### config.mk
export PLATFORM = sky130hd
export DESIGN_NAME = gather_input_stage_mvc
export DESIGN_NICKNAME = d
export VERILOG_FILES = /design/src/rtl/gather_input_stage_mvc.sv
export SDC_FILE = /design/constraint.sdc
export NUM_CORES = 1
export LEC_CHECK = 0
export ABC_AREA = 1
export BUFFER_PORTS_ARGS = -buffer_cell sky130_fd_sc_hd__buf_2
export CAP_MARGIN = 20
export CORE_ASPECT_RATIO = 0.8
export CORE_MARGIN = 2
export CORE_UTILIZATION = 60
export CTS_CLUSTER_SIZE = 40
export DETAILED_ROUTE_END_ITERATION = 10
export GPL_ROUTABILITY_DRIVEN = 0
export PLACE_DENSITY = 0.81
export REMOVE_ABC_BUFFERS = 1
export SLEW_MARGIN = 20
export SYNTH_ARGS = -nofsm -noshare
export SYNTH_HDL_FRONTEND = slang
export SYNTH_SLANG_ARGS = --single-unit
### constraint.sdc
create_clock -name clk -period 5.7 [get_ports clk]
set_input_delay 1.14 -clock clk [delete_from_list [all_inputs] [get_ports clk]]
set_output_delay 1.14 -clock clk [all_outputs]
set_load 0.02 [all_outputs]
### src/rtl/gather_input_stage_mvc.sv
// ---------------------------------------------------------------------------
// gather_input_stage_mvc
//
// Multi-virtual-channel input stage of the gather router. Each input VC owns
// a first-word-fall-through buffer and a small route / VC-allocation state
// machine. A round-robin switch arbiter presents one flit per cycle toward
// the crossbar; a flit leaving a buffer returns one credit upstream.
//
// Ports
//   clk, rst      clock, asynchronous active-high reset
//   valid_i       upstream flit valid (no backpressure, credits guard it)
//   vc_i, data_i  target VC and flit payload of the incoming flit
//   credit_o      one-cycle pulse per VC whenever a flit leaves its buffer
//   rt_sid_o      stream id of each VC's head flit, toward the route table
//   rt_cand_i     candidate output channels per VC returned by the table
//   req_o         per-VC allocation request vectors
//   gnt_valid_i   allocator grant strobe, with gnt_vc_i / gnt_out_i
//   rel_o         one-hot output release when a tail/single flit departs
//   valid_o       flit available (never depends on ready_i)
//   data_o, vc_o  presented flit and its source VC
//   sel_xb_o      one-hot crossbar select for the presented flit
//   ready_i       downstream accept
//   err_o         sticky overflow / protocol error flag
// ---------------------------------------------------------------------------
module gather_input_stage_mvc #(
    parameter int DW        = 32,
    parameter int VN        = 2,
    parameter int CN        = 5,
    parameter int DEPTH_LOG = 2,
    parameter int SID_H     = 29,
    parameter int SID_L     = 24
) (
    input  logic                          clk,
    input  logic                          rst,
    input  logic                          valid_i,
    input  logic [$clog2(VN)-1:0]         vc_i,
    input  logic [DW-1:0]                 data_i,
    output logic [VN-1:0]                 credit_o,
    output logic [VN*(SID_H-SID_L+1)-1:0] rt_sid_o,
    input  logic [VN*CN-1:0]              rt_cand_i,
    output logic [VN*CN-1:0]              req_o,
    input  logic                          gnt_valid_i,
    input  logic [$clog2(VN)-1:0]         gnt_vc_i,
    input  logic [CN-1:0]                 gnt_out_i,
    output logic [CN-1:0]                 rel_o,
    output logic                          valid_o,
    output logic [DW-1:0]                 data_o,
    output logic [$clog2(VN)-1:0]         vc_o,
    output logic [CN-1:0]                 sel_xb_o,
    input  logic                          ready_i,
    output logic                          err_o
);
    localparam int VW    = $clog2(VN);
    localparam int VW1   = VW + 1;
    localparam int SW    = SID_H - SID_L + 1;
    localparam int DEPTH = 1 << DEPTH_LOG;
    localparam int CW    = DEPTH_LOG + 1;

    typedef enum logic [1:0] {
        VC_IDLE   = 2'd0,
        VC_REQ    = 2'd1,
        VC_ACTIVE = 2'd2
    } vc_state_t;

    vc_state_t            state_q  [VN];
    vc_state_t            state_d  [VN];
    logic [CN-1:0]        cand_q   [VN];
    logic [CN-1:0]        cand_d   [VN];
    logic [CN-1:0]        osel_q   [VN];
    logic [CN-1:0]        osel_d   [VN];
    logic [DW-1:0]        mem      [VN][DEPTH];
    logic [DW-1:0]        head     [VN];
    logic [DEPTH_LOG-1:0] wr_ptr_q [VN];
    logic [DEPTH_LOG-1:0] rd_ptr_q [VN];
    logic [CW-1:0]        cnt_q    [VN];

    logic [VN-1:0] empty, full, wr_en, wr_ok, pop, eligible;
    logic [VW-1:0] rr_ptr_q, rr_sel, chosen, lock_vc_q;
    logic [VW:0]   rr_idx;
    logic          rr_found, locked_q, fire;
    logic          grant_hit, grant_err, overflow, discard_err, err_q;

    // Buffer status and the head flit of every VC. The stream id toward the
    // route table is forced to zero while a buffer is empty so stale storage
    // never leaks out.
    always_comb begin
        for (int v = 0; v < VN; v++) begin
            head[v]              = mem[v][rd_ptr_q[v]];
            empty[v]             = (cnt_q[v] == '0);
            full[v]              = (cnt_q[v] == CW'(DEPTH));
            wr_en[v]             = valid_i && (vc_i == VW'(v));
            eligible[v]          = (state_q[v] == VC_ACTIVE) && !empty[v];
            rt_sid_o[v*SW +: SW] = empty[v] ? '0 : head[v][SID_H:SID_L];
        end
    end

    // A write into a full buffer is only legal when the same buffer is being
    // popped in that cycle; otherwise the flit is dropped and flagged.
    always_comb begin
        for (int v = 0; v < VN; v++) begin
            wr_ok[v] = wr_en[v] && (!full[v] || pop[v]);
        end
        overflow = |(wr_en & ~wr_ok);
    end

    // Round-robin switch arbiter. A presented flit that was not accepted
    // locks the choice so the output stays stable until it fires.
    always_comb begin
        rr_sel   = '0;
        rr_found = 1'b0;
        rr_idx   = '0;
        for (int i = 0; i < VN; i++) begin
            rr_idx = {1'b0, rr_ptr_q} + VW1'(i);
            if (rr_idx >= VW1'(VN)) begin
                rr_idx = rr_idx - VW1'(VN);
            end
            if (!rr_found && eligible[rr_idx[VW-1:0]]) begin
                rr_found = 1'b1;
                rr_sel   = rr_idx[VW-1:0];
            end
        end
        chosen   = locked_q ? lock_vc_q : rr_sel;
        valid_o  = |eligible;
        fire     = valid_o && ready_i;
        data_o   = valid_o ? head[chosen] : '0;
        vc_o     = valid_o ? chosen : '0;
        sel_xb_o = valid_o ? osel_q[chosen] : '0;
    end

    // Per-VC route / allocation state machines. A buffer leading with a body
    // or tail flit while idle is a protocol error: the flit is discarded and
    // its credit returned so the upstream credit count stays consistent.
    always_comb begin
        req_o       = '0;
        rel_o       = '0;
        pop         = '0;
        grant_hit   = 1'b0;
        discard_err = 1'b0;
        for (int v = 0; v < VN; v++) begin
            state_d[v] = state_q[v];
            cand_d[v]  = cand_q[v];
            osel_d[v]  = osel_q[v];
            case (state_q[v])
                VC_IDLE: begin
                    if (!empty[v]) begin
                        if (head[v][DW-1]) begin
                            cand_d[v]  = rt_cand_i[v*CN +: CN];
                            state_d[v] = VC_REQ;
                        end else begin
                            pop[v]      = 1'b1;
                            discard_err = 1'b1;
                        end
                    end
                end
                VC_REQ: begin
                    req_o[v*CN +: CN] = cand_q[v];
                    if (gnt_valid_i && (gnt_vc_i == VW'(v))) begin
                        grant_hit  = 1'b1;
                        osel_d[v]  = gnt_out_i;
                        state_d[v] = VC_ACTIVE;
                    end
                end
                VC_ACTIVE: begin
                    if (fire && (chosen == VW'(v))) begin
                        pop[v] = 1'b1;
                        if (head[v][DW-2]) begin
                            rel_o      = osel_q[v];
                            state_d[v] = VC_IDLE;
                        end
                    end
                end
                default: state_d[v] = VC_IDLE;
            endcase
        end
        grant_err = gnt_valid_i && !grant_hit;
        credit_o  = pop;
    end

    // State, buffer pointers, arbiter pointer, lock and the sticky error.
    always_ff @(posedge clk or posedge rst) begin
        if (rst) begin
            for (int v = 0; v < VN; v++) begin
                state_q[v]  <= VC_IDLE;
                cand_q[v]   <= '0;
                osel_q[v]   <= '0;
                wr_ptr_q[v] <= '0;
                rd_ptr_q[v] <= '0;
                cnt_q[v]    <= '0;
            end
            rr_ptr_q  <= '0;
            locked_q  <= 1'b0;
            lock_vc_q <= '0;
            err_q     <= 1'b0;
        end else begin
            for (int v = 0; v < VN; v++) begin
                state_q[v] <= state_d[v];
                cand_q[v]  <= cand_d[v];
                osel_q[v]  <= osel_d[v];
                if (wr_ok[v]) begin
                    wr_ptr_q[v] <= wr_ptr_q[v] + DEPTH_LOG'(1);
                end
                if (pop[v]) begin
                    rd_ptr_q[v] <= rd_ptr_q[v] + DEPTH_LOG'(1);
                end
                cnt_q[v] <= cnt_q[v] + CW'(wr_ok[v]) - CW'(pop[v]);
            end
            if (fire) begin
                rr_ptr_q <= (chosen == VW'(VN - 1)) ? '0 : chosen + VW'(1);
                locked_q <= 1'b0;
            end else if (valid_o) begin
                locked_q  <= 1'b1;
                lock_vc_q <= chosen;
            end
            if (overflow || discard_err || grant_err) begin
                err_q <= 1'b1;
            end
        end
    end

    // Flit storage needs no reset; occupancy counters define what is valid.
    always_ff @(posedge clk) begin
        for (int v = 0; v < VN; v++) begin
            if (wr_ok[v]) begin
                mem[v][wr_ptr_q[v]] <= data_i;
            end
        end
    end

    assign err_o = err_q;

endmodule

==> results of run 1 <==
[power breakdown]
group | switching [mW] | leakage, nW | internal (mW)
sequential | 0.132 | 2.82 | 2.73
combinational | 2.13 | 2.38 | 0.822
clock | 0.792 | 0.460 | 1.09
total | 3.05 | 5.66 | 4.64
[stage by stage]
step | std cells | cell area [um2] | total power [mW] | utilization | setup WS [ps]
after floorplan | 1026 | 12100 | 4.76 | - | 1280
after global placement | 1424 | 13200 | 5.67 | 0.660 | 1830
after detailed placement | 1425 | 13200 | 5.79 | 0.661 | 1780
after CTS | 1477 | 14200 | 7.67 | 0.708 | 1150
after global routing | 1480 | 14200 | 8.11 | 0.711 | 895
final | 1481 | 14300 | 7.69 | 0.712 | 1140
[critical path, stage by stage (launching register included)]
cell and delay (ps):
dfrtp_1 430, nor2_1 160, nand2_1 120, nand2_2 110
nor2_2 40, nand2_2 70, nand2_4 330, inv_2 700
nand3_1 190, nor2_1 330, nand2_1 120, o21ai_2 60
buf_2 170
[Yosys cell counts (2+ instances only)]
cell type	instances	area, um2
ha_1	12	150
o22ai_1	7	43.8
xnor2_1	2	17.5
dfrtp_1	42	1050
clkinv_1	2	7.51
buf_2	28	140
clkbuf_1	24	90.1
xor2_1	4	35.0
nand4_1	2	12.5
nor3_1	28	140
a21oi_1	78	390
nand2_4	2	22.5
inv_2	4	15.0
edfxtp_1	256	7690
nand3_1	111	556
nand2_1	274	1030
o21ai_0	40	200
nor2_2	2	12.5
nand3_2	2	20.0
fa_1	2	40.0
o21ai_2	5	43.8
nand2_2	5	31.3
a32oi_1	6	52.6
nor2_1	65	244
buf_4	2	15.0
inv_1	67	251
[final cells by class]
class | instances | area (um2) | area share
flip-flops and latches | 298 | 8740 | 0.613
multi-input cells | 654 | 3160 | 0.222
repair buffers | 138 | 796 | 0.0558
clock buffers | 33 | 761 | 0.0534
well taps | 264 | 330 | 0.0232
inverters | 74 | 279 | 0.0196
clock inverters | 19 | 183 | 0.0128
diodes | 1 | 2.50 | 0.000176
[worst paths after layout]
path,from,to
worst max register to register,cnt_q[1],cnt_q[5]
worst min-delay path,osel_q[4],osel_q[4]
worst min register to register,osel_q[4],osel_q[4]
worst max-delay path,cnt_q[1],rel_o[3]
max in group asynchronous,rst,rd_ptr_q[0]
min in group asynchronous,rst,cnt_q[0]
[sequential cells by signal, indices dropped and copies added (netlist names)]
signal	flops
rr_ptr_q	1
wr_ptr_q	4
cand_q	10
cnt_q	6
err_o	1
state_q	4
mem	256
rd_ptr_q	4
locked_q	1
lock_vc_q	1
osel_q	10
[layer usage]
metal  up-vias  routed length [um]  global-route usage
li1       3962                   -                   -
met1      4170               11200               0.364
met2       473               13900               0.428
met3        68                2760              0.0476
met4         0                 697              0.0923
met5         -                   0                   0
[logic make-up after synthesis]
logic type	synth area share
AND/OR/NAND/NOR	0.170
flip-flops	0.706
XOR/XNOR	0.00425
buffers and inverters	0.0433
AO/OA/AOI/OAI	0.0605
adder cells (fa/ha/maj)	0.0154
==> PnR_summary.wiki, run 1 <==
{| class="wikitable"
! Metric !! Value
|-
| Detailed Route Iter0 Violations || 912
|-
| Post-route antenna net violation count || 0
|-
| Data arrival time of the worst path || 3420 ps
|-
| Clock insertion delay at the later pin of the skew report || 540 ps
|-
| IO Count || 123
|-
| Clock sink count || 298
|-
| Kind of end point of the critical path || output port
|-
| Number of post-CTS setup repair buffers || 0
|-
| Number of unique standard cell types used by synthesis || 35
|-
| Row Count || 46
|-
| Share of cells above drive strength 1 || 0.180
|-
| Setup slack of the worst register-to-register path || 1800 ps
|-
| # H-tree levels || 1
|-
| Most frequent standard cell in the layout excluding fill and tap cells || nand2_1
|-
| Highest clock rate || 0.219 GHz
|-
| Total negative slack for setup checks || 0 ps
|-
| Root buffer selected by CTS || clkbuf_16
|-
| Worst min path class || reg2reg
|-
| Leak pwr || 5.66 nW
|-
| Placed wire-length estimate || 16100 um
|-
| CP Data Required Time || 4560 ps
|-
| Max clock buf depth || 3
|-
| Total CTS buffers || 28
|-
| Clock slew seen by the registers of the worst setup and hold paths || 70 ps
|-
| Syn-to-layout area delta || 15.2%
|-
| Wire length of the first global-routing pass || 44400 um
|-
| Number of flops mapped to enable cells by yosys || 256
|-
| Number of inserted filler cells in the final layout || 1320
|-
| Startpoint kind of the worst setup timing path || flip-flop
|-
| Routed len/inst || 19.3 um
|-
| Final WL || 28600 um
|-
| Starting density of the core || 0.618
|-
| Pins Over Slew Limit || 0
|-
| Result of the run || finished clean
|-
| Largest net degree at the start of global routing || 68
|-
| Total global routing track utilization || 0.264
|-
| Period minus WS final || 4560 ps
|-
| Setup repair after global routing missed its margin || false
|-
| IR Drop Worst-Case VDD || 368 uV
|-
| Post-cts resize count || 0
|-
| CTS tree || done
|-
| Count of buffers from port buffering || 122
|-
| Number of max-cap violations || 0
|-
| Layout net count || 1262
|-
| Max-Slew Margin vs Limit || 0.263
|-
| Worst hold slack after final layout || 492 ps
|-
| Cell count of the worst reg-to-reg path || 15
|-
| Vias || 8673
|-
| Die height || 132 um
|-
| Synthesized cell area || 12400 um2
|-
| Cell count after synthesis || 1081
|-
| Worst Clk Skew || 16.0 ps
|-
| Die boundary width || 165 um
|-
| 1st-pass router iterations || 5
|-
| Top flip-flop cell by instance count after synthesis || edfxtp_1
|-
| CP Class || reg2out
|-
| Worst-Margin Slew || 1100 ps
|-
| Post-synthesis sequential area ratio || 0.706
|-
| Mean number of vias per cell || 5.86
|-
| Critical Path Fanout Max || 51
|-
| Initial antenna violation count || 1
|-
| Mean instance size in the synthesized netlist || 11.4 um2
|-
| Overall die area || 21800 um2
|-
| Highest-count cells in the layout ignoring fill and taps || 274 x nand2_1, 256 x edfxtp_1, 122 x buf_2
|-
| Post-CTS Hold Fix Bufs || 0
|-
| Number of flip-flops and latches in the synthesized netlist || 298
|-
| Fraction of registers with async set or reset after synthesis || 0.141
|-
| P per Cell Area || 540 nW/um2
|-
| Number of global-route vias before repair || 8556
|-
| Fin crit share || 0.800
|-
| Setup violations, final || 0
|-
| Count of yosys warnings during synthesis || 0
|-
| Number of hold violations in the final report || 0
|-
| Overflow left after global routing || 0
|-
| # DRC || 0
|-
| Worst hold path cell count || 2
|-
| Area of the placeable core || 20000 um2
|}
Power figures use the tool's default switching activity.
==> run 2, diff against run 1 <==
ABC_AREA = 0   (was 1)
CORE_UTILIZATION = 59   (was 60)
PLACE_DENSITY = 0.8   (was 0.81)
clock period = 4.3 ns   (was 5.7 ns; I/O delays follow)
==> run 2 against run 1 <==
Against the previous run: sequential share of layout area increased by 0.49 points; utilization decreased by 0.54 points; global-route usage decreased by 1.2 points; sequential cell count unchanged; register-to-register slack got worse by 1200 ps; via count decreased by 20%; cell count decreased by 24%; die area decreased by 0.11%; critical path type unchanged.
==> PnR_summary.wiki, run 2 <==
{| class="wikitable"
! Metric !! Value
|-
| Critical Path Fanout Max || 26 (-49%)
|-
| Row Count || 46 (unchanged)
|-
| Mux share of post-synthesis cell area || 0.138 (+0.138)
|-
| Startpoint kind of the worst setup timing path || flip-flop
|-
| Number of flip-flops in the largest register || 256 (unchanged)
|-
| Worst min path class || in2async
|-
| Setup repair after global routing missed its margin || false
|-
| Cell count after synthesis || 697 (-36%)
|-
| Routed len/inst || 23.5 um (+22%)
|-
| Fraction of registers with async set or reset after synthesis || 0.141 (unchanged)
|-
| XOR/XNOR Fraction of Synth Area || 0.00577 (+0.00152)
|-
| 1st-pass router iterations || 5 (unchanged)
|-
| Sum of internal, switching and leakage power || 10.2 mW (+33%)
|-
| Most frequent standard cell in the layout excluding fill and tap cells || edfxtp_1
|-
| Simple-gate portion of the synthesized area || 0.0698 (-0.101)
|-
| Clock slew seen by the registers of the worst setup and hold paths || 70 ps (about the same)
|-
| Wire length of the first global-routing pass || 41100 um (-7.5%)
|-
| Number of global-route vias before repair || 7190 (-16%)
|-
| CP Data Required Time || 3440 ps (-1120 ps)
|-
| IR Drop Worst-Case VDD || 489 uV (+33%)
|-
| Worst Clk Skew || 19.4 ps (+3.43 ps)
|-
| Period minus WS final || 4040 ps
|-
| Setup slack of the worst register-to-register path || 600 ps (-1200 ps)
|-
| Most repeated cell in the gate-level netlist after synthesis || edfxtp_1
|-
| Max clock buf depth || 3 (unchanged)
|-
| Post-synthesis sequential area ratio || 0.719 (+0.0128)
|-
| P per Cell Area || 721 nW/um2 (+34%)
|-
| Detailed Route Iter0 Violations || 812 (-11%)
|-
| Cell type with the largest total area after synthesis || edfxtp_1
|-
| Synthesized cell area || 12200 um2 (-1.8%)
|-
| Final WL || 26400 um (-7.5%)
|-
| Post-route antenna net violation count || 0 (unchanged)
|-
| Number of max-cap violations || 0 (unchanged)
|-
| Clock sink count || 298 (unchanged)
|-
| Highest-count cells in the layout ignoring fill and taps || 256 x edfxtp_1, 122 x buf_2, 91 x nand2_1
|-
| Ranking of synthesized cells by instance count || 256 x edfxtp_1, 92 x nand2_1, 64 x mux4_2, 42 x dfrtp_1, 39 x a21oi_1
|-
| Vias || 6947 (-20%)
|-
| Area taken by flip-flops and latches || 8740 um2 (about the same)
|-
| Number of flip-flops and latches in the synthesized netlist || 298 (unchanged)
|-
| Overflow left after global routing || 0 (unchanged)
|-
| CP Class || reg2out
|-
| Area share of fa/ha/maj cells after synthesis || 0.0156 (+0.000279)
|-
| Kind of end point of the critical path || output port
|-
| Share of cells above drive strength 1 || 0.343 (+0.163)
|-
| Die height || 132 um (about the same)
|-
| Top-area cell type share of the netlist area || 0.633 (+0.0113)
|-
| Mean number of vias per cell || 6.18 (+5.5%)
|-
| Setup violations, final || 0 (unchanged)
|-
| Count of yosys warnings during synthesis || 0 (unchanged)
|-
| Number of hold violations in the final report || 0 (unchanged)
|-
| Combinational family with the most area after synthesis || multiplexers
|-
| Top flip-flop cell by instance count after synthesis || edfxtp_1
|-
| Result of the run || finished clean
|-
| Max-Slew Margin vs Limit || 0.416 (+0.153)
|-
| Number of post-CTS setup repair buffers || 0 (unchanged)
|-
| Standard cell area after detailed placement || 13200 um2 (-0.43%)
|-
| Overall die area || 21800 um2 (-0.11%)
|-
| Count of buffers from port buffering || 122 (unchanged)
|-
| Antenna diode count || 0 (-1)
|-
| # DRC || 0 (unchanged)
|-
| Multi-input gate area in the final layout || 3290 um2 (+4.2%)
|-
| Highest clock rate || 0.247 GHz
|-
| Data arrival time of the worst path || 3180 ps (-240 ps)
|-
| Leak pwr || 5.14 nW (-9.1%)
|-
| Synth top area cells || edfxtp_1 63%, mux4_2 12%, dfrtp_1 8.6%
|-
| Worst hold slack after final layout || 451 ps (-41.0 ps)
|-
| Total CTS buffers || 28 (unchanged)
|-
| Number of inserted filler cells in the final layout || 1212 (-8.2%)
|-
| Clock insertion delay at the later pin of the skew report || 540 ps (about the same)
|-
| Worst-Margin Slew || 877 ps (-223 ps)
|-
| Fraction of the mapped netlist area in compound gates || 0.0361 (-0.0243)
|-
| Total global routing track utilization || 0.252 (-0.0120)
|-
| Starting density of the core || 0.607 (-0.0110)
|-
| Area of the placeable core || 20000 um2 (unchanged)
|-
| Post-cts resize count || 0 (unchanged)
|-
| Die boundary width || 164 um (about the same)
|-
| Syn-to-layout area delta || 16.4%
|-
| Post-Route Utilization || 0.706 (-0.00543)
|-
| Root buffer selected by CTS || clkbuf_16
|-
| Fin crit share || 0.940
|-
| Largest net degree at the start of global routing || 43 (-37%)
|-
| Post-CTS Hold Fix Bufs || 0 (unchanged)
|-
| Number of flops mapped to enable cells by yosys || 256 (unchanged)
|-
| Placed wire-length estimate || 16600 um (+3.1%)
|-
| Layout net count || 906 (-28%)
|-
| Mean instance size in the synthesized netlist || 17.4 um2 (+52%)
|-
| Post-route cell area || 14100 um2 (-0.76%)
|-
| CTS tree || done
|-
| Number of unique standard cell types used by synthesis || 47 (+34%)
|-
| # H-tree levels || 1 (unchanged)
|-
| IO Count || 123 (unchanged)
|-
| Pins Over Slew Limit || 0 (unchanged)
|-
| Initial antenna violation count || 1 (unchanged)
|}
[run 2: cell count changes after synthesis, sizes merged, moves of 20 or more]
cell and change:
a21oi -38, inv -59, mux2 +20, mux4 +64, nand2 -188, nand3 -105
nor2 -57, nor3 -20, o21ai -38
[run 2: report_power, final]
group          leakage (nW)  switching (mW)  internal, mW
Combinational          1.86            2.32          1.48
Clock                 0.474            1.02          1.51
Sequential             2.81           0.235          3.64
Total                  5.14            3.57          6.63
[run 2: final cells by class]
cell class              count  area share
repair buffers            144      0.0549
well taps                 264      0.0234
clock buffers              36      0.0546
clock inverters            16      0.0130
multi-input cells         354       0.233
flip-flops and latches    298       0.618
inverters                  12     0.00318
[run 2: metal layers]
layer,global-route usage,vias to the layer above,share of wire
li1,-,2988,-
met1,0.359,3573,0.41
met2,0.402,332,0.49
met3,0.0475,52,0.078
met4,0.0797,2,0.025
met5,0,-,0.00049
[run 2: path summary, 6_finish.rpt]
path,from,end,depth (start not counted)
max,cnt_q[1],data_o[3],8
max reg2reg,cnt_q[1],cnt_q[5],12
min,rst,cand_q[1],3
min reg2reg,cnt_q[5],cnt_q[5],1
min in group clk,cnt_q[5],cnt_q[5],1
max in group asynchronous,rst,rd_ptr_q[1],3
[run 2: kinds of logic (layout without fill, tap and decap cells)]
kind of cell | Yosys count | count (layout)
AOI/OAI and AO/OA | 71 | 71
adders and majority gates | 14 | 14
buffers and inverters | 45 | 208
and+or+nand+nor | 176 | 176
DFF | 298 | 298
muxes | 85 | 85
xor gates and xnor gates | 8 | 8
[run 2: critical path, cell delays in order, from the launching register on]
cell	delay, ps
dfrtp_1	430
nor3_1	90
buf_4	160
o31ai_1	450
and2_2	550
buf_4	420
nand2_1	120
a21oi_1	210
buf_2	200
[run 2: per-stage QoR]
stage               instances  setup slack [ps]  setup TNS, ps
global route             1124              39.9              0
global placement         1072               728              0
detailed placement       1072               537              0
finish                   1124               259              0
CTS                      1124               247              0
floorplan                 664             -1420        -228880
